File: src/rtl/alu_issue_pkg.sv
// Shared constants and types for the execute-stage ALU issue block:
// ALU op codes, RV32I opcode/funct fields, FSM states and the decode bundle.
package alu_issue_pkg;
  localparam int XLEN = 32;

  localparam logic [3:0] ALU_ADD  = 4'd0;
  localparam logic [3:0] ALU_SUB  = 4'd1;
  localparam logic [3:0] ALU_SLL  = 4'd2;
  localparam logic [3:0] ALU_SLT  = 4'd3;
  localparam logic [3:0] ALU_SLTU = 4'd4;
  localparam logic [3:0] ALU_XOR  = 4'd5;
  localparam logic [3:0] ALU_SRL  = 4'd6;
  localparam logic [3:0] ALU_SRA  = 4'd7;
  localparam logic [3:0] ALU_OR   = 4'd8;
  localparam logic [3:0] ALU_AND  = 4'd9;
  localparam logic [3:0] ALU_EQ   = 4'd10;
  localparam logic [3:0] ALU_NE   = 4'd11;
  localparam logic [3:0] ALU_GE   = 4'd12;
  localparam logic [3:0] ALU_GEU  = 4'd13;

  localparam logic [6:0] OPCODE_OP     = 7'b0110011;
  localparam logic [6:0] OPCODE_OPIMM  = 7'b0010011;
  localparam logic [6:0] OPCODE_LUI    = 7'b0110111;
  localparam logic [6:0] OPCODE_AUIPC  = 7'b0010111;
  localparam logic [6:0] OPCODE_BRANCH = 7'b1100011;

  localparam logic [2:0] F3_ADD  = 3'b000;
  localparam logic [2:0] F3_SLL  = 3'b001;
  localparam logic [2:0] F3_SLT  = 3'b010;
  localparam logic [2:0] F3_SLTU = 3'b011;
  localparam logic [2:0] F3_XOR  = 3'b100;
  localparam logic [2:0] F3_SR   = 3'b101;
  localparam logic [2:0] F3_OR   = 3'b110;
  localparam logic [2:0] F3_AND  = 3'b111;

  localparam logic [2:0] F3_BEQ  = 3'b000;
  localparam logic [2:0] F3_BNE  = 3'b001;
  localparam logic [2:0] F3_BLT  = 3'b100;
  localparam logic [2:0] F3_BGE  = 3'b101;
  localparam logic [2:0] F3_BLTU = 3'b110;
  localparam logic [2:0] F3_BGEU = 3'b111;

  localparam logic [6:0] F7_BASE = 7'b0000000;
  localparam logic [6:0] F7_ALT  = 7'b0100000;

  typedef enum logic [1:0] {S_IDLE, S_EXEC, S_CAPTURE, S_DONE} state_t;
  typedef enum logic [1:0] {X_RS1, X_PC, X_ZERO} xsel_t;
  typedef enum logic {Y_RS2, Y_IMM} ysel_t;

  typedef struct packed {
    logic [3:0]  aluOp;
    xsel_t       xSel;
    ysel_t       ySel;
    logic [31:0] imm;
    logic [31:0] bImm;
    logic        isBranch;
    logic        illegal;
  } dec_t;

  // Register/immediate arithmetic op from funct3; alt picks SUB/SRA.
  function automatic logic [3:0] arithOp(input logic [2:0] f3, input logic alt);
    case (f3)
      F3_ADD:  arithOp = alt ? ALU_SUB : ALU_ADD;
      F3_SLL:  arithOp = ALU_SLL;
      F3_SLT:  arithOp = ALU_SLT;
      F3_SLTU: arithOp = ALU_SLTU;
      F3_XOR:  arithOp = ALU_XOR;
      F3_SR:   arithOp = alt ? ALU_SRA : ALU_SRL;
      F3_OR:   arithOp = ALU_OR;
      default: arithOp = ALU_AND;
    endcase
  endfunction
endpackage

File: src/rtl/alu_decode.sv
// Combinational RV32I decode of OP/OP-IMM/LUI/AUIPC/BRANCH into ALU op,
// operand selects, immediate, branch flag and illegal flag.
module alu_decode
  import alu_issue_pkg::*;
(
  input  logic [31:0] instr,
  output dec_t        dec
);
  logic [2:0] f3;
  logic [6:0] f7;
  logic       bad;
  logic       unusedRs1;

  assign f3 = instr[14:12];
  assign f7 = instr[31:25];
  assign unusedRs1 = ^instr[19:15];

  always_comb begin
    bad          = 1'b0;
    dec.aluOp    = ALU_ADD;
    dec.xSel     = X_RS1;
    dec.ySel     = Y_RS2;
    dec.imm      = '0;
    dec.bImm     = {{19{instr[31]}}, instr[31], instr[7], instr[30:25], instr[11:8], 1'b0};
    dec.isBranch = 1'b0;
    dec.illegal  = 1'b0;
    case (instr[6:0])
      OPCODE_OP: begin
        if (f7 == F7_BASE) dec.aluOp = arithOp(f3, 1'b0);
        else if (f7 == F7_ALT && (f3 == F3_ADD || f3 == F3_SR)) dec.aluOp = arithOp(f3, 1'b1);
        else bad = 1'b1;
      end
      OPCODE_OPIMM: begin
        dec.ySel = Y_IMM;
        dec.imm  = {{20{instr[31]}}, instr[31:20]};
        case (f3)
          F3_SLL: begin
            dec.imm   = {27'b0, instr[24:20]};
            dec.aluOp = ALU_SLL;
            bad       = (f7 != F7_BASE);
          end
          F3_SR: begin
            dec.imm   = {27'b0, instr[24:20]};
            dec.aluOp = instr[30] ? ALU_SRA : ALU_SRL;
            bad       = (f7 != F7_BASE) && (f7 != F7_ALT);
          end
          default: dec.aluOp = arithOp(f3, 1'b0);
        endcase
      end
      OPCODE_LUI: begin
        dec.xSel = X_ZERO;
        dec.ySel = Y_IMM;
        dec.imm  = {instr[31:12], 12'b0};
      end
      OPCODE_AUIPC: begin
        dec.xSel = X_PC;
        dec.ySel = Y_IMM;
        dec.imm  = {instr[31:12], 12'b0};
      end
      OPCODE_BRANCH: begin
        dec.isBranch = 1'b1;
        case (f3)
          F3_BEQ:  dec.aluOp = ALU_EQ;
          F3_BNE:  dec.aluOp = ALU_NE;
          F3_BLT:  dec.aluOp = ALU_SLT;
          F3_BGE:  dec.aluOp = ALU_GE;
          F3_BLTU: dec.aluOp = ALU_SLTU;
          F3_BGEU: dec.aluOp = ALU_GEU;
          default: bad = 1'b1;
        endcase
      end
      default: bad = 1'b1;
    endcase
    // Illegal encodings still run through the ALU as 0+0 so latency is uniform.
    if (bad) begin
      dec.aluOp    = ALU_ADD;
      dec.xSel     = X_ZERO;
      dec.ySel     = Y_IMM;
      dec.imm      = '0;
      dec.isBranch = 1'b0;
      dec.illegal  = 1'b1;
    end
  end
endmodule

File: src/rtl/alu_issue.sv
// Execute-stage initiator: decodes into the registered ALU, waits its one-cycle
// latency, captures the result and holds it on a valid/ready port.
module alu_issue
  import alu_issue_pkg::*;
(
  input  logic        clk,
  input  logic        rst,
  input  logic        in_valid,
  output logic        in_ready,
  input  logic [31:0] instr,
  input  logic [31:0] rs1Data,
  input  logic [31:0] rs2Data,
  input  logic [31:0] pc,
  output logic [3:0]  aluOp,
  output logic [31:0] aluX,
  output logic [31:0] aluY,
  input  logic [31:0] aluO,
  output logic        out_valid,
  input  logic        out_ready,
  output logic [4:0]  rdAddr,
  output logic        rdWrite,
  output logic [31:0] rdResult,
  output logic        branchTaken,
  output logic [31:0] branchTarget,
  output logic        illegal
);
  state_t      state, nextState;
  dec_t        dec;
  logic        isBranch;
  logic        accept;
  logic [31:0] xNext, yNext;

  alu_decode uDecode (.instr(instr), .dec(dec));

  always_comb begin
    case (dec.xSel)
      X_PC:    xNext = pc;
      X_ZERO:  xNext = '0;
      default: xNext = rs1Data;
    endcase
    yNext = (dec.ySel == Y_IMM) ? dec.imm : rs2Data;
  end

  always_ff @(posedge clk) begin
    if (rst) state <= S_IDLE;
    else     state <= nextState;
  end

  always_comb begin
    nextState = state;
    in_ready  = 1'b0;
    out_valid = 1'b0;
    case (state)
      S_IDLE: begin
        in_ready = 1'b1;
        if (in_valid) nextState = S_EXEC;
      end
      S_EXEC:    nextState = S_CAPTURE;
      S_CAPTURE: nextState = S_DONE;
      S_DONE: begin
        out_valid = 1'b1;
        if (out_ready) nextState = S_IDLE;
      end
      default: nextState = S_IDLE;
    endcase
  end

  assign accept = (state == S_IDLE) && in_valid;

  always_ff @(posedge clk) begin
    if (rst) begin
      aluOp        <= ALU_ADD;
      aluX         <= '0;
      aluY         <= '0;
      rdAddr       <= '0;
      branchTarget <= '0;
      isBranch     <= 1'b0;
      illegal      <= 1'b0;
      rdResult     <= '0;
      branchTaken  <= 1'b0;
      rdWrite      <= 1'b0;
    end else if (accept) begin
      aluOp        <= dec.aluOp;
      aluX         <= xNext;
      aluY         <= yNext;
      rdAddr       <= instr[11:7];
      branchTarget <= pc + dec.bImm;
      isBranch     <= dec.isBranch;
      illegal      <= dec.illegal;
    end else if (state == S_CAPTURE) begin
      // aluO reflects the operands sampled by the ALU on the EXEC->CAPTURE edge.
      rdResult    <= aluO;
      branchTaken <= aluO[0] & isBranch;
      rdWrite     <= !isBranch && !illegal && (rdAddr != 5'd0);
    end
  end
endmodule

File: config.mk
export PLATFORM = sky130hd
export DESIGN_NAME = alu_issue
export DESIGN_NICKNAME = d
export VERILOG_FILES = /design/src/rtl/alu_issue_pkg.sv /design/src/rtl/alu_decode.sv /design/src/rtl/alu_issue.sv
export SDC_FILE = /design/constraint.sdc
export NUM_CORES = 1
export LEC_CHECK = 0
export CAP_MARGIN = 10
export CORE_MARGIN = 2
export CORE_UTILIZATION = 44
export CTS_CLUSTER_SIZE = 30
export DETAILED_ROUTE_END_ITERATION = 7
export HOLD_SLACK_MARGIN = 0.05
export PLACE_DENSITY = 0.86
export SYNTH_ARGS = -nofsm -noshare
export SYNTH_HDL_FRONTEND = slang
export SYNTH_SLANG_ARGS = --single-unit
File: constraint.sdc
create_clock -name clk -period 4.4 [get_ports clk]
set_clock_uncertainty 0.2 [all_clocks]
set_input_delay 0.88 -clock clk [delete_from_list [all_inputs] [get_ports clk]]
set_output_delay 0.88 -clock clk [all_outputs]
set_load 0.01 [all_outputs]
Word-level counts from Yosys, hierarchy flattened:

Cells that the tools add are included.

* $add $sub $neg: 1
* multiply operators: 0
* div/mod/pow operators: 0
* order comparisons: 0
* equality and inequality tests: 21
* shift operators: 0
* multiplexer cells: 27
* bitwise operators: 2
* reduce and logical (&&, ||, !) cells: 18

Operators with widths (count)
* one-hot mux 33 bit (2 select lines): 1
* 2-to-1 mux 32 bit: 2
* one-hot mux 32 bit (2 select lines): 1
* one-hot mux 4 bit (7 select lines): 2
* 2-to-1 mux 39 bit: 1
* adder 32 bit: 1
* one-hot mux 4 bit (6 select lines): 1
* == test 7 x 6 -> 1 bit, second input constant: 3
* one-hot mux 4 bit (5 select lines): 1
* == test 7 x 5 -> 1 bit, second input constant: 2
* == test 3 bit, second input constant: 4
* one-hot mux 4 bit (3 select lines): 1
* 2-to-1 mux 4 bit: 2
* one-hot mux 2 bit (4 select lines): 1
* one-hot mux 4 bit (2 select lines): 1
* == test 7 bit, second input constant: 1
* logical NOT 7 bit: 1
* 2-to-1 mux 1 bit: 7
* != test 7 x 6 -> 1 bit, second input constant: 1
* nonzero test 7 bit: 1
* == test 2 bit, second input constant: 3
* == test 3 x 2 -> 1 bit, second input constant: 2
* 2-to-1 mux 2 bit: 3
* OR reduction 6 bit: 1
* other kinds (16): 25

* bits in registers: 143
* latch bits: 0
* memory bits (writable): 0
* ROM bits: 0
* bits of input ports: 164
* logic and storage cells: 80
* memories kept: 0

Depth between registers and ports, before layout:

* word-level depth: 9
* gate-level depth with buffers: 14
* depth with buffers taken out: 11

Cells and area by module:

A second synthesis with hierarchy kept.

* cells, all modules: 990
* area total of the unflattened synthesis: 8216.6 µm²

Modules (own cells, without submodules)
* alu_issue: instances 1, cells an instance 844, area an instance 7174.4 µm²
* alu_decode: instances 1, cells an instance 146, area an instance 1042.2 µm²

Worst setup path after synthesis:

No wires, ideal clock.

* kind: input -> register
* start: input port instr[14]
* end: register aluX[21]
* setup time: 0.078 ns
* arrival: 3.453 ns
* required time: 4.122 ns
* path slack: 0.669 ns
* stages on the path: 14
* path buffers: 4
* cell sequence: buf_4 > xor2_1 > o21ai_1 > a21boi_1 > a221oi_2 > a21boi_2 > a21boi_0 > ha_1 > clkbuf_1 > nor2b_1 > clkbuf_1 > clkbuf_1 > a221oi_1 > nor3_1

* word-level cells in the longest chain between the ends: 9

RTL lines
* start, declared: line alu_issue.sv:10 `input logic [31:0] instr,`
* == test 3 bit or logical NOT 3 bit (tied branches): line alu_decode.sv:30, alu_decode.sv:36, alu_decode.sv:62
* logical OR 1 bit: line alu_decode.sv:30 `else if (f7 == F7_ALT && (f3 == F3_ADD || f3 == F3_SR)) dec.aluOp = arithOp(f3, 1'b1);`
* logical AND 1 bit: line alu_decode.sv:30
* 2-to-1 mux 1 bit: line alu_decode.sv:30
* 2-to-1 mux 1 bit: line alu_decode.sv:29 `if (f7 == F7_BASE) dec.aluOp = arithOp(f3, 1'b0);`
* one-hot mux 1 bit (4 select lines) *: line alu_decode.sv:27 `case (instr[6:0])`
* 2-to-1 mux 39 bit *: line alu_decode.sv:75 `if (bad) begin`
* == test 2 bit or == test 2 x 1 -> 1 bit (tied branches): line alu_issue.sv:36 `case (dec.xSel)`
* one-hot mux 32 bit (2 select lines) *: line alu_issue.sv:36
* end signal, assigned: line alu_issue.sv:84 `aluX <= xNext;`
* end, declared: line alu_issue.sv:15 `output logic [31:0] aluX,`

Mark *: on every way between the ends. The rest lies on a longest branch, timed or not.
A chain may end at the register's enable or synchronous reset.

Worst setup path in the final report:

* start: input port instr[29]
* end: register aluX[3]

* word-level cells in the longest chain between the ends: 8

RTL lines (line)
* == test 7 x 6 -> 1 bit: alu_decode.sv:30
* logical AND 1 bit: alu_decode.sv:30
* 2-to-1 mux 1 bit: alu_decode.sv:30
* 2-to-1 mux 1 bit: alu_decode.sv:29
* one-hot mux 1 bit (4 select lines) *: alu_decode.sv:27
* 2-to-1 mux 39 bit *: alu_decode.sv:75
* == test 2 bit or == test 2 x 1 -> 1 bit (tied branches): alu_issue.sv:36
* one-hot mux 32 bit (2 select lines) *: alu_issue.sv:36

Marked as above.

==> results by group <==
Final layout
  • Nets: 1,398
  • Final std cells w/o fill: 1,435
  • Final core area utilization: 67.9%
  • Synth-to-layout area growth: 51.2%
  • Fin area: 11,300 um^2
  • # fillers: 1,368
  • Share of layout cells above drive strength 1: 5.36%

GRT
  • Initial antenna violation count: 4
  • GR Util All Layers: 30.2%
  • Global-route wire length before repair: 42,400 um
  • Pin count of the biggest net entering global routing: 76
  • Vias in the first global route: 7,856
  • Global route total overflow: 0

Setup path
  • WS Path Type: in2reg
  • Reg2reg end: aluOp[2]
  • Worst setup EP type: flip-flop
  • WP data arrival: 4.00 ns
  • Max FO, Critical Path: 7
  • Setup crit start kind: input pin
  • Crit path required time: 4.54 ns
  • Critical path launch point: instr[29]
  • R2R depth: 7
  • Critical Path Sink: aluX[3]
  • Register-to-register setup slack: 1.81 ns
  • Crit Reg-Reg Startpoint: state[0]

Place
  • Placed instance count: 1,400
  • Pre-CTS setup slack: 0.181 ns
  • RePlAce Congestion: 0.942
  • Dpl hpwl: 20,600 um
  • Placed Area: 10,700 um^2
  • IO buf count: 305

Power
  • Combinational share of power: 39.6%
  • Total power: 5.24 mW
  • Switch Pwr: 1.82 mW
  • Peak supply drop: 0.000273 V
  • Switching Fraction: 34.8%
  • Sequential fraction of design power: 33.3%
  • Pwr dens: 465 nW/um^2
  • Pleak: 4.27 nW
  • Clock group share of total power: 27.1%
  • Internal power: 3.41 mW

CTS
  • CTS clk-pin slew, worst paths: 0.07 ns
  • CTS tree: done
  • Worst skew pair latency: 0.42 ns
  • H-Tree Depth: 4
  • CTS Buf Count: 17
  • Root buffer cell: clkbuf_16
  • Post_cts resized: 0
  • Clock buffer depth: 2
  • Post-CTS setup buffer count: 0
  • CTS Hold Bufs: 0
  • CTS Sinks: 143

Timing
  • Fin worst setup slack: 0.537 ns
  • Final Hold Fails: 0
  • WHS: 0.247 ns
  • RSZ-0062 raised after global routing: no
  • Headroom to the max-slew limit: 27.3%
  • Slew Limit Fails: 0
  • Fmax: 259 MHz
  • Least-Margin Pin Slew: 1.09 ns
  • Final worst path period share: 87.8%
  • Final min period: 3.86 ns
  • Sum Neg Setup Slack: 0 ns
  • Final setup viols: 0

Yosys
  • Post-synthesis cell type count: 62
  • Yosys reg bits: 143
  • Synth warn: 0
  • Syn_nets: 1,121
  • Synthesized netlist cell count: 922
  • Post-synth EDFFs: 0
  • Post-synthesis cell area: 7450 um^2
  • Mean area per synthesized cell: 8.08 um^2
  • Async set or reset register ratio after synthesis: 0%
  • Sequential-to-total area share from yosys stat: 38.4%
  • Synth Flop Type: dfxtp_1

Routing
  • Per-cell routed wire length: 19.1 um
  • Drt drc: 0
  • Starting DRT DRC Count: 609
  • Final wirelength: 27,400 um
  • Drt pass-1 iters: 5
  • Routed Antenna Nets: 0
  • Vias per std cell: 5.70
  • Vias: 8,185

Die
  • Die Width: 134 um
  • Core area: 16,600 um^2
  • I/O Pins: 306
  • Die Y: 134 um
  • Row cnt: 47
  • Total die area: 18,000 um^2
  • Initial Util: 44.9%

Min path
  • Worst hold stages: 2
  • HP Class: reg2reg

Run
  • Max-capacitance violation count: 0

Run status
  • Status: complete, no violations
==> power by group through the flow <==
| stage | clock [mW] | sequential [mW] | combinational, mW |
|---|---|---|---|
| floorplan | 0 | 1.87 | 0.948 |
| global placement | 0 | 1.76 | 2.03 |
| detailed placement | 0 | 1.77 | 2.06 |
| CTS | 1.43 | 1.75 | 2.08 |
| global route | 1.49 | 1.78 | 2.25 |
| finish | 1.42 | 1.74 | 2.07 |
==> cell families (layout without fill, tap and decap cells) <==
kind of cell	after synthesis	count (layout)	share of synthesized area (%)
compound gates	254	254	22.8
xor+xnor	23	23	2.71
fa+ha+maj	35	35	5.98
buf+inv	82	372	4.39
flops	143	143	38.4
mux	35	35	4.70
other cells	0	3	0
simple gates	350	350	21.0
==> cell usage in the layout, fill, tap and decap left out, types with 4 or more instances in the layout <==
master             n
o21ai_0           36
nand4_1            7
inv_1             16
nor3_1            49
a211oi_1           8
a21oi_1           81
nor2_1           128
mux2i_1           35
clkdlybuf4s50_1  304
xnor2_1           14
and2_1             4
o21bai_1           5
nand3b_1           4
and3_1             5
nand2b_1           5
xor2_1             9
nand2_1          102
nand3_1           14
ha_1              33
o211ai_1           7
clkbuf_16         17
nor2b_1            7
buf_4             19
a21o_1            11
o31ai_1           20
dfxtp_1          143
or3_1              8
o21ai_1           10
nor4_1             4
inv_6              5
o21a_1             4
a221oi_1          41
==> routing by layer <==
| metal | wire, um | part of all wire (%) | global-route usage, % |
|---|---|---|---|
| met4 | 1410 | 5.1 | 15.8 |
| met1 | 10100 | 37 | 34.5 |
| met5 | 13 | 0.047 | 0 |
| met2 | 13300 | 49 | 51.9 |
| met3 | 2510 | 9.2 | 8.01 |
==> registers in the layout (all words and copies together) (netlist names) <==
| register | cells |
|---|---|
| aluX | 32 |
| rdWrite | 1 |
| illegal | 1 |
| aluOp | 4 |
| isBranch | 1 |
| aluY | 32 |
| rdResult | 32 |
| branchTarget | 32 |
| rdAddr | 5 |
| branchTaken | 1 |
| state | 2 |
==> area by class of cell <==
type / instances / area (um^2) / share of cell area (%)
inverter: 16 / 60.1 / 0.533
clock inverter: 14 / 146 / 1.30
sequential: 143 / 2860 / 25.4
tap: 220 / 275 / 2.44
antenna: 3 / 7.51 / 0.0667
clock buffer: 18 / 429 / 3.81
timing repair buffer: 324 / 3210 / 28.5
multi-input combinational: 697 / 4270 / 38.0
==> worst min path at each step <==
stage                startpoint          endpoint  slack [ns]
6_report       branchTarget[30]  branchTarget[30]        0.25
5_1_grt        branchTarget[30]  branchTarget[30]        0.27
4_1_cts         branchTarget[8]   branchTarget[8]        0.25
3_5_place_dp           aluY[24]          aluY[24]        0.24
3_3_place_gp           aluOp[1]          aluOp[1]        0.23
2_1_floorplan          isBranch          isBranch        0.25
==> cells in the mapped netlist, drive strengths merged, types with 14 or more instances <==
| cell type | instances | share of area [%] |
|---|---|---|
| dfxtp | 143 | 38 |
| nor2 | 130 | 6.6 |
| nand2 | 104 | 5.3 |
| a21oi | 81 | 5.4 |
| clkbuf | 54 | 2.7 |
| nor3 | 50 | 3.4 |
| o21ai | 46 | 3.1 |
| a221oi | 43 | 5.2 |
| mux2i | 35 | 4.7 |
| ha | 34 | 5.7 |
| o31ai | 20 | 2.0 |
| inv | 16 | 0.81 |
| nand3 | 14 | 0.94 |
| xnor2 | 14 | 1.6 |
==> critical path, cell delays in order <==
cell,delay (ns)
clkdlybuf4s50_1,0.56
nor2_1,0.31
and3_1,0.24
a21boi_1,0.10
a221oi_2,0.31
a21boi_2,0.23
a21boi_0,0.20
ha_1,0.28
nor2b_2,0.35
buf_4,0.24
a221oi_1,0.10
nor3_1,0.20
No activity file was read; power rests on OpenSTA's default activity.
